--- config.mk ---
export PLATFORM = sky130hd
export DESIGN_NAME = vga_timing_xga
export DESIGN_NICKNAME = d
export VERILOG_FILES = /design/src/rtl/vga_pkg.sv /design/src/rtl/vga_axis_timer.sv /design/src/rtl/vga_timing_xga.sv
export SDC_FILE = /design/constraint.sdc
export NUM_CORES = 1
export LEC_CHECK = 0
export ABC_AREA = 1
export CAP_MARGIN = 20
export CORE_MARGIN = 4
export CORE_UTILIZATION = 40
export CTS_CLUSTER_SIZE = 25
export DETAILED_ROUTE_END_ITERATION = 7
export PLACE_DENSITY = 0.61
export SYNTH_ARGS = -nofsm -noshare
export SYNTH_HDL_FRONTEND = slang
export SYNTH_SLANG_ARGS = --single-unit
--- constraint.sdc ---
create_clock -name clk -period 2.25 [get_ports clk]
set_clock_uncertainty 0.15 [all_clocks]
set_input_delay 0.5625 -clock clk [delete_from_list [all_inputs] [get_ports clk]]
set_output_delay 0.5625 -clock clk [all_outputs]
set_load 0.005 [all_outputs]
--- src/rtl/vga_pkg.sv ---
// XGA 1024x768@60 raster constants shared by the timing generator and the draw stages.
`timescale 1ns/1ps
package vga_pkg;

  localparam int H_ACTIVE = 1024;
  localparam int H_FRONT  = 24;
  localparam int H_SYNC   = 136;
  localparam int H_BACK   = 160;
  localparam int H_TOTAL  = H_ACTIVE + H_FRONT + H_SYNC + H_BACK;

  localparam int V_ACTIVE = 768;
  localparam int V_FRONT  = 3;
  localparam int V_SYNC   = 6;
  localparam int V_BACK   = 29;
  localparam int V_TOTAL  = V_ACTIVE + V_FRONT + V_SYNC + V_BACK;

  localparam int H_SYNC_START = H_ACTIVE + H_FRONT;
  localparam int H_SYNC_END   = H_SYNC_START + H_SYNC - 1;
  localparam int V_SYNC_START = V_ACTIVE + V_FRONT;
  localparam int V_SYNC_END   = V_SYNC_START + V_SYNC - 1;

  // Screen-edge coordinates used by the draw stages for clipping.
  localparam int H_LAST_PIXEL = H_ACTIVE - 1;
  localparam int V_LAST_LINE  = V_ACTIVE - 1;

  localparam int HCNT_W = 11;
  localparam int VCNT_W = 10;

endpackage

--- src/rtl/vga_axis_timer.sv ---
// One raster axis: enabled counter with wrap, plus blank and sync flags decoded from the
// next count so they line up with the registered count on the same cycle.
`timescale 1ns/1ps
module vga_axis_timer #(
  parameter int ACTIVE          = 1024,
  parameter int FRONT           = 24,
  parameter int SYNC            = 136,
  parameter int BACK            = 160,
  parameter int W               = 11,
  parameter int SYNC_ACTIVE_LOW = 1
) (
  input  logic         clk,
  input  logic         rst,
  input  logic         en,
  output logic [W-1:0] count_out,
  output logic         blnk_out,
  output logic         sync_out,
  output logic         wrap_out
);

  localparam int   TOTAL      = ACTIVE + FRONT + SYNC + BACK;
  localparam int   SYNC_START = ACTIVE + FRONT;
  localparam int   SYNC_END   = SYNC_START + SYNC - 1;
  localparam logic SYNC_IDLE  = (SYNC_ACTIVE_LOW != 0);

  logic [W-1:0] count_q, count_d;
  logic         blnk_q, blnk_d;
  logic         sync_q, sync_d;
  logic         wrap;

  always_comb begin
    wrap    = en && (count_q == W'(TOTAL - 1));
    count_d = count_q;
    if (wrap) begin
      count_d = '0;
    end else if (en) begin
      count_d = count_q + W'(1);
    end
    blnk_d = (count_d >= W'(ACTIVE));
    // XOR with the idle level turns "inside sync window" into the pin polarity.
    sync_d = ((count_d >= W'(SYNC_START)) && (count_d <= W'(SYNC_END))) ^ SYNC_IDLE;
  end

  always_ff @(posedge clk or posedge rst) begin
    if (rst) begin
      count_q <= '0;
      blnk_q  <= 1'b0;
      sync_q  <= SYNC_IDLE;
    end else begin
      count_q <= count_d;
      blnk_q  <= blnk_d;
      sync_q  <= sync_d;
    end
  end

  assign count_out = count_q;
  assign blnk_out  = blnk_q;
  assign sync_out  = sync_q;
  assign wrap_out  = wrap;

endmodule

--- src/rtl/vga_timing_xga.sv ---
// Free-running XGA raster timing generator: horizontal axis always counts, vertical axis
// advances on horizontal wrap; all outputs registered with zero skew between them.
`timescale 1ns/1ps
module vga_timing_xga #(
  parameter int H_ACTIVE        = vga_pkg::H_ACTIVE,
  parameter int H_FRONT         = vga_pkg::H_FRONT,
  parameter int H_SYNC          = vga_pkg::H_SYNC,
  parameter int H_BACK          = vga_pkg::H_BACK,
  parameter int V_ACTIVE        = vga_pkg::V_ACTIVE,
  parameter int V_FRONT         = vga_pkg::V_FRONT,
  parameter int V_SYNC          = vga_pkg::V_SYNC,
  parameter int V_BACK          = vga_pkg::V_BACK,
  parameter int SYNC_ACTIVE_LOW = 1
) (
  input  logic                        clk,
  input  logic                        rst,
  output logic [vga_pkg::HCNT_W-1:0]  hcount_out,
  output logic [vga_pkg::VCNT_W-1:0]  vcount_out,
  output logic                        hblnk_out,
  output logic                        vblnk_out,
  output logic                        hsync_out,
  output logic                        vsync_out,
  output logic                        frame_start_out
);

  logic h_wrap, v_wrap;
  logic frame_start_q, frame_start_d;

  vga_axis_timer #(
    .ACTIVE(H_ACTIVE), .FRONT(H_FRONT), .SYNC(H_SYNC), .BACK(H_BACK),
    .W(vga_pkg::HCNT_W), .SYNC_ACTIVE_LOW(SYNC_ACTIVE_LOW)
  ) u_h_axis (
    .clk(clk), .rst(rst), .en(1'b1),
    .count_out(hcount_out), .blnk_out(hblnk_out), .sync_out(hsync_out), .wrap_out(h_wrap)
  );

  vga_axis_timer #(
    .ACTIVE(V_ACTIVE), .FRONT(V_FRONT), .SYNC(V_SYNC), .BACK(V_BACK),
    .W(vga_pkg::VCNT_W), .SYNC_ACTIVE_LOW(SYNC_ACTIVE_LOW)
  ) u_v_axis (
    .clk(clk), .rst(rst), .en(h_wrap),
    .count_out(vcount_out), .blnk_out(vblnk_out), .sync_out(vsync_out), .wrap_out(v_wrap)
  );

  // Both axes wrapping on this edge means the next raster position is (0,0) of a new frame.
  always_comb begin
    frame_start_d = h_wrap && v_wrap;
  end

  always_ff @(posedge clk or posedge rst) begin
    if (rst) begin
      frame_start_q <= 1'b0;
    end else begin
      frame_start_q <= frame_start_d;
    end
  end

  assign frame_start_out = frame_start_q;

endmodule
==> impl_metrics.ini <==
[timing]
finalCriticalPeriod_ns = 2.06
setup_tns_ns = 0
relSlewSlack = 0.712
max_freq_mhz = 485
rsz0062_at_grt = false
setup_viol = 0
report.final.slew_viol_count = 0
finalHoldViolCount = 0
worstMarginPinSlew_ns = 0.431
period_share = 0.917

[placed_design]
dpl-instance-area_sq_um = 1990
portBuffers = 27
dp_hpwl_um = 2960
gp_congestion = 0.884

[global_route]
grt_remaining_overflow = 0
grt_max_degree = 15
grt_pass1_wl_um = 6310
grt_antenna_before_repair = 0
grt_pass1_vias = 1399
grt_use_total = 0.153

[synth]
synth_area_leaders = dfrtp_1, nand2_1, inv_1, nor2_1, nand3_1
avgSynthCellArea_sq_um = 7.22
synth_ff_type = dfrtp_1
synth.ff_latch_count = 26
synth.top_cell.area_share = 0.366
ys_seq_area_frac = 0.398
syn_area_sq_um = 1640
synth_nets = 233
yosys.cell_types.count = 24
async_flop_share = 1.00
synthTopCellsByCount = nand2_1, inv_1, nor2_1
synth_edf_count = 0
yosysMostFrequentCell = nand2_1
synth_top_cell_by_area = dfrtp_1
syn-instance-count = 227
synth_warnings = 0

[worst_setup_path]
crit_chain = clkdlybuf4s50_1
worstReg2RegStart = u_h_axis.count_out[1]
crit_fanout = 6
required_ns = 1.54
worst_r2r_path_depth = 12
critPathLaunchType = flop
worst-endpoint-arrival_ns = 1.35
r2r_setup_slack_ns = 0.22
reg2reg_to = u_v_axis.sync_out
critPathKind = flop to primary output
critPathBufInv = 1
slowest_stage = clkdlybuf4s50_1
cp-end-kind = primary output
cp_top_family = buffers and inverters
critPathMaxStageDelay_ns = 0.56

[clocking]
hold_buffers = 0
clock_latency_ns = 0.27
clkTransAtPathRegs_ns = 0.09
cts_tree = built
cts_root_buf = clkbuf_8
htreeDepth = 1
clockBufferDepth = 2
clock-sinks = 26
cts_buffers = 3

[layout]
area_delta_synth_final_pct = 25.1
utilization = 0.516
nNetsFinal = 268
final_layout_size_suffix_gt1_frac = 0.115
num_antenna_cells = 0
stdcell_area_sq_um = 2050
n_fill_cell = 392

[drt]
routed_via_density = 4.74
wl_um = 3710
dr.pass1.iters = 4
num_vias = 1474
avgRoutedWirePerCell_um = 11.9
postRouteAntennaNets = 0
drc = 0
drt-initial-drc-count = 122

[run_status]
status = finished clean

[floorplanning]
rows = 23
ioPinCount = 28
fp.coreArea_sq_um = 3970
die_h_um = 72.0
die_area_sq_um = 5190
start_util = 0.413
die_w_um = 72.0

[power]
comb_power_share = 0.017
pwr-share-seq = 0.595
p_switching_mw = 0.157
p_int_mw = 0.627
p_sw_frac = 0.200
power_frac_clock = 0.387
p_leak_nw = 1.05
ir_drop_mv = 0.174
power_density_nw_per_um2 = 383

[run]
cap_violations = 0

[min_path]
hp-class = input port to async pin
==> state kept, by name, indices dropped and copies added, names as in the netlist <==
| register | cells |
|---|---|
| frame_start_out | 1 |
| u_h_axis.blnk_out | 1 |
| u_h_axis.count_out | 11 |
| u_h_axis.sync_out | 1 |
| u_v_axis.blnk_out | 1 |
| u_v_axis.count_out | 10 |
| u_v_axis.sync_out | 1 |
==> power by group through the flow <==
stage	clock, mW	combinational [mW]	sequential (mW)
2_1_floorplan	0	0.00691	0.476
3_3_place_gp	0	0.0144	0.476
3_5_place_dp	0	0.0147	0.476
4_1_cts	0.314	0.0147	0.467
5_1_grt	0.333	0.0162	0.467
6_report	0.304	0.0136	0.467
==> per-layer routing <==
layer	wire, um	GRT usage	vias up
met3	229	0.0235	4
met1	1830	0.228	664
met4	39	0.0376	0
met5	0	0	-
li1	-	-	763
met2	1610	0.232	43
==> cells in the final DEF (no fill, tap or decap) <==
| cell type | instances |
|---|---|
| nor2_8 | 1 |
| xor2_1 | 5 |
| buf_4 | 3 |
| a21oi_1 | 1 |
| nor2_4 | 3 |
| nand2_1 | 69 |
| dfrtp_2 | 1 |
| or2_1 | 1 |
| nor3_1 | 6 |
| dfstp_2 | 2 |
| nand3_2 | 4 |
| nand2_2 | 6 |
| inv_2 | 1 |
| nand3_1 | 16 |
| a21oi_2 | 1 |
| a31o_2 | 1 |
| nor3_4 | 1 |
| o21ai_1 | 1 |
| clkdlybuf4s50_1 | 27 |
| nor2_2 | 1 |
| o21ai_0 | 5 |
| clkbuf_8 | 4 |
| nor2_1 | 28 |
| nand3_4 | 1 |
| inv_1 | 39 |
| nand4_1 | 6 |
| dfrtp_1 | 23 |
| ha_1 | 4 |
==> how the worst max path moves through the flow <==
stage | slack [ns] | cells past startpoint | from | endpoint
final | 0.19 | 1 | u_h_axis.count_out[7] | hcount_out[7]
after global routing | 0.02 | 12 | u_h_axis.count_out[1] | u_v_axis.sync_out
after CTS | 0.15 | 12 | u_h_axis.count_out[1] | u_v_axis.sync_out
after detailed placement | 0.18 | 12 | u_h_axis.count_out[1] | u_v_axis.sync_out
after global placement | 0.19 | 12 | u_h_axis.count_out[1] | u_v_axis.sync_out
after floorplan | 0.42 | 10 | u_h_axis.count_out[0] | u_v_axis.sync_out
==> cell families (layout without fill, tap and decap cells) <==
family | count (synthesis) | in the layout | share of synthesized area
adder cells (fa/ha/maj) | 4 | 4 | 0.0305
XOR/XNOR | 5 | 5 | 0.0267
AND/OR/NAND/NOR | 143 | 143 | 0.421
AO/OA/AOI/OAI | 9 | 9 | 0.0321
buffers and inverters | 40 | 74 | 0.0916
flip-flops | 26 | 26 | 0.398
==> stage by stage <==
stage	worst slack, ns	std cells	hold WS [ns]	power, mW
after CTS	0.152	311	0.429	0.796
after floorplan	0.423	227	0.395	0.483
after detailed placement	0.175	307	0.445	0.491
after global routing	0.0211	311	0.464	0.816
after global placement	0.190	307	0.440	0.491
final	0.187	311	0.409	0.784
==> cell type report <==
class	count	area, sq um	area share
tap	50	62.6	0.0305
clock buffer	4	55.1	0.0268
inverter	40	150	0.0732
multi-input combinational	161	836	0.408
timing repair buffer	30	293	0.143
sequential	26	654	0.319
==> timing repair <==
item	CTS	global route
setup endpoints to repair	0	1
setup buffers	0	0
gates resized for setup	0	1
Note: power is estimated with default switching activity, not from simulation.
